$ cat config.mk
export PLATFORM = sky130hd
export DESIGN_NAME = rf_update_sched
export DESIGN_NICKNAME = d
export VERILOG_FILES = /design/src/rtl/rf_update_sched.sv
export SDC_FILE = /design/constraint.sdc
export NUM_CORES = 1
export LEC_CHECK = 0
export ABC_AREA = 1
export CAP_MARGIN = 40
export CORE_UTILIZATION = 55
export DETAILED_ROUTE_END_ITERATION = 8
export PLACE_DENSITY = 0.83
export SLEW_MARGIN = 20
export SYNTH_ARGS = -nofsm -noshare
export SYNTH_HDL_FRONTEND = slang
export SYNTH_SLANG_ARGS = --single-unit
$ cat constraint.sdc
create_clock -name clk_in -period 11.4 [get_ports clk_in]
set_clock_uncertainty 0.15 [all_clocks]
set_input_delay 2.85 -clock clk_in [delete_from_list [all_inputs] [get_ports clk_in]]
set_output_delay 2.85 -clock clk_in [all_outputs]
set_load 0.1 [all_outputs]
$ cat src/rtl/rf_update_sched.sv
// rf_update_sched: commit-side write scheduler for the rename register file.
//   Committed ROB results are buffered in a DEPTH-entry FIFO and drained one
//   per cycle into the RF value-update port. Rename updates pass straight
//   through to the RF dependency port. An ROB clear suppresses renames and
//   pauses draining, but never discards queued (architectural) results.
//
// Optional feature macro: RF_UPDATE_BYPASS_EN
//   defined   -> qry_id lookup of queued values (youngest match wins)
//   undefined -> qry_hit/qry_val tied to 0, no comparators
//
// Ports:
//   clk_in, rst_in (async, active-high), rdy_in (global stall when low)
//   rob_clear                              ROB flush
//   commit_valid/ready, commit_id/dep/val  commit enqueue handshake
//   rename_valid, rename_id/dep            rename pass-through input
//   is_update_val_out, update_val_id_out/update_val_dep_out/update_val_out
//                                          RF value port (FIFO head)
//   is_update_dep_out, update_dep_id_out/update_dep_out
//                                          RF dependency port
//   qry_id, qry_hit, qry_val               decoder lookup
`ifndef ROB_SIZE_BIT
`define ROB_SIZE_BIT 4
`endif

module rf_update_sched #(
  parameter int DEPTH = 4
) (
  input  logic                     clk_in,
  input  logic                     rst_in,
  input  logic                     rdy_in,
  input  logic                     rob_clear,
  input  logic                     commit_valid,
  output logic                     commit_ready,
  input  logic [4:0]               commit_id,
  input  logic [`ROB_SIZE_BIT-1:0] commit_dep,
  input  logic [31:0]              commit_val,
  input  logic                     rename_valid,
  input  logic [4:0]               rename_id,
  input  logic [`ROB_SIZE_BIT-1:0] rename_dep,
  output logic                     is_update_val_out,
  output logic [4:0]               update_val_id_out,
  output logic [`ROB_SIZE_BIT-1:0] update_val_dep_out,
  output logic [31:0]              update_val_out,
  output logic                     is_update_dep_out,
  output logic [4:0]               update_dep_id_out,
  output logic [`ROB_SIZE_BIT-1:0] update_dep_out,
  input  logic [4:0]               qry_id,
  output logic                     qry_hit,
  output logic [31:0]              qry_val
);
  localparam int TW = `ROB_SIZE_BIT;
  localparam int PW = $clog2(DEPTH);
  localparam logic [PW:0] FULL = (PW+1)'(DEPTH);

  logic [4:0]    mem_id  [DEPTH];
  logic [TW-1:0] mem_dep [DEPTH];
  logic [31:0]   mem_val [DEPTH];
  logic [PW-1:0] head, tail;
  logic [PW:0]   count;
  logic          push, pop;

  assign commit_ready      = rdy_in && (count != FULL);
  // Writes to x0 complete the handshake but are never queued.
  assign push              = commit_valid && commit_ready && (commit_id != 5'd0);
  assign is_update_val_out = (count != '0) && !rob_clear;
  assign pop               = rdy_in && is_update_val_out;

  assign update_val_id_out  = mem_id[head];
  assign update_val_dep_out = mem_dep[head];
  assign update_val_out     = mem_val[head];

  assign is_update_dep_out = rename_valid && !rob_clear;
  assign update_dep_id_out = rename_id;
  assign update_dep_out    = rename_dep;

  always_ff @(posedge clk_in or posedge rst_in) begin
    if (rst_in) begin
      head  <= '0;
      tail  <= '0;
      count <= '0;
      for (int i = 0; i < DEPTH; i++) begin
        mem_id[i]  <= '0;
        mem_dep[i] <= '0;
        mem_val[i] <= '0;
      end
    end else if (rdy_in) begin
      if (push) begin
        mem_id[tail]  <= commit_id;
        mem_dep[tail] <= commit_dep;
        mem_val[tail] <= commit_val;
        tail          <= tail + 1'b1;
      end
      if (pop) head <= head + 1'b1;
      case ({push, pop})
        2'b10:   count <= count + 1'b1;
        2'b01:   count <= count - 1'b1;
        default: count <= count;
      endcase
    end
  end

`ifdef RF_UPDATE_BYPASS_EN
  // Walk oldest to youngest so the last match (closest to tail) wins.
  logic [PW-1:0] idx;
  always_comb begin
    qry_hit = 1'b0;
    qry_val = '0;
    idx     = '0;
    for (int i = 0; i < DEPTH; i++) begin
      idx = head + PW'(i);
      if (((PW+1)'(i) < count) && (mem_id[idx] == qry_id) && (qry_id != 5'd0)) begin
        qry_hit = 1'b1;
        qry_val = mem_val[idx];
      end
    end
  end
`else
  logic unused_qry;
  assign unused_qry = ^qry_id;
  assign qry_hit    = 1'b0;
  assign qry_val    = '0;
`endif

endmodule

==> out/results.txt <==
Starting Density: 56.84%
Clock tree buffer depth: 2
Die area: 0.01569 mm2
Non-Filler Cell Area, Final: 0.01046 mm2
Syn Area/Cell: 7.996 um2
Failing checks: design-rule violations
Worst-path cell chain: clkdlybuf4s50_1 > inv_1 > a21oi_2 > clkdlybuf4s50_1 > buf_8
Final net count: 1198
Iteration-0 DRC Markers: 1140
Min Tclk post-route: 7.446 ns
Post-synthesis cell type count: 22
Max H-tree Level: 4
Final setup vio count: 0
Synth-to-layout area growth: 25.23%
Post-Syn Area: 0.008356 mm2
Worst-Margin Slew: 0.6822 ns
WL per Instance: 16.70 um
Post-CTS setup buffer count: 0
Post-route ant nets: 0
WP data arrival: 4.45 ns
CP Launch Type: input pin
Routability-driven placement congestion ratio: 0.7616
Largest net degree at the start of global routing: 84
CTS Hold Bufs: 0
Core area: 0.01470 mm2
Placed cell area: 0.009811 mm2
Cell count after placement: 1293
Post-cts resize count: 0
Total GRT Usage: 29.09%
Clock transition at path regs: 0.06 ns
Global-route wire length before repair: 35.92 mm
Die H: 125.3 um
Sequential area share after synthesis: 51.21%
Slew Limit Headroom: 54.52%
DRC: 13
Row cnt: 44
Final non-filler cell total: 1327
Unrepaired setup endpoints after global routing: no
Initial antenna violation count: 0
Drt via density: 5.726
Slew Limit Fails: 0
Max-Cap Viols: 0
Root buffer cell: clkbuf_16
Number of diodes: 0
Worst setup path class: input pin to output port
I/O pins: 147
Die X: 125.3 um
TritonRoute pass-1 iters: 9
CP Capture Type: output port
Final Hold Violating Endpoints: 0
Most used cell, CP: clkdlybuf4s50_1
Total grt overflow: 0
CTS sink count: 171
Status: finished with violations
IO buf count: 90
Layout cell share with drive strength beyond 1: 9.361%
CP Max Fanout: 5
Final worst path period share: 65.31%
Via Count: 7598
Critical path's largest stage delay: 0.58 ns
Num CTS Buffers: 17
Cells after Synth: 1045
Commonest non-fill, non-tap cell in the layout: nand2_1
Yosys warns: 0
Vias in the first global route: 7131
Setup TNS: 0 ns
Max Fclk: 0.1343 GHz
Overall routed net length: 22.17 mm
Max stage delay cell, worst path: clkdlybuf4s50_1
#FFs+latches synth: 171
Most frequent cells in the layout: nand2_1 (337), dfrtp_1 (170), nand3_1 (166), nor2_1 (90), clkdlybuf4s50_1 (90)
Worst hold path type: flip-flop to flip-flop
WP data required: 8.40 ns
CTS tree: done
Placed wire-length estimate: 12.30 mm
Clock Latency Late Sink: 0.43 ns
## path summary, 6_finish.rpt
path / start / end / slack [ns] / cells after the start
max: rdy_in / commit_ready / 3.95 / 5
min: mem_val[90]$_DFFE_PP0P_ / mem_val[90]$_DFFE_PP0P_ / 0.32 / 2
max reg2reg: count[1]$_DFFE_PP0P_ / mem_val[126]$_DFFE_PP0P_ / 8.70 / 9
min reg2reg: mem_val[90]$_DFFE_PP0P_ / mem_val[90]$_DFFE_PP0P_ / 0.32 / 2
max in group asynchronous: rst_in / mem_id[0]$_DFFE_PP0P_ / 7.17 / 5
min in group asynchronous: rst_in / mem_val[60]$_DFFE_PP0P_ / 2.61 / 2
## Yosys cell counts
| cell type | n | area, um2 |
|---|---|---|
| nand4_1 | 4 | 25.02 |
| inv_2 | 1 | 3.750 |
| buf_6 | 11 | 123.9 |
| nand3_1 | 166 | 830.8 |
| xor2_1 | 3 | 26.28 |
| nor2_4 | 1 | 11.26 |
| inv_1 | 14 | 52.55 |
| buf_4 | 45 | 337.8 |
| o21ai_0 | 84 | 420.4 |
| a21oi_1 | 2 | 10.01 |
| conb_1 | 1 | 3.750 |
| dfrtp_1 | 171 | 4279 |
| buf_2 | 18 | 90.09 |
| a21oi_2 | 1 | 8.760 |
| o22ai_1 | 41 | 256.5 |
| fa_1 | 1 | 20.02 |
| clkbuf_1 | 44 | 165.2 |
| buf_1 | 4 | 15.01 |
| ha_1 | 5 | 62.56 |
| nor2_1 | 90 | 337.8 |
| nand3_2 | 1 | 10.01 |
| nand2_1 | 337 | 1265 |
## per-stage QoR
stage / setup WS [ns] / hold slack (ns) / utilization (%)
after floorplan: 3.768 / 0.2866 / -
after global placement: 3.584 / 0.2981 / 61.15
after detailed placement: 4.003 / 0.3031 / 66.74
after CTS: 3.976 / 0.3180 / 70.85
after global routing: 3.872 / 0.3262 / 71.19
final: 3.954 / 0.3158 / 71.19
## cell type report
cell class	instances	area, um2
tap	184	230.2
clock buffer	23	488.0
multi-input combinational	769	3418
fill	1103	4235
clock inverter	8	115.1
sequential	171	4280
timing repair buffer	157	1871
inverter	15	61.31
## worst max-delay path: cells and delay by family
kind / cells / cell delay [ns]
compound gates: 1 / 0.23
buf+inv: 4 / 1.36
## kinds of logic (layout without fill, tap and decap cells)
| family | count (synthesis) | after routing | share of synthesized area [%] |
|---|---|---|---|
| simple gates | 599 | 599 | 29.68 |
| flops | 171 | 171 | 51.21 |
| buf+inv | 137 | 203 | 9.434 |
| compound gates | 128 | 128 | 8.326 |
| fa+ha+maj | 6 | 6 | 0.9883 |
| xor+xnor | 3 | 3 | 0.3145 |
| other cells | 1 | 33 | 0.04488 |
## routing by layer
metal	track usage [%]	wire length (um)
met1	39.64	9206
met2	46.40	10630
met3	5.734	1909
met4	10.76	422
met5	0	0
## state kept, by name, indices dropped and copies added, names as in the netlist
name,count
mem_dep,16
mem_id,20
head,2
tail,2
mem_val,128
count,3
Power is not shown: default switching activity piles up to over one toggle a cycle in this logic, so the estimate is an artifact.
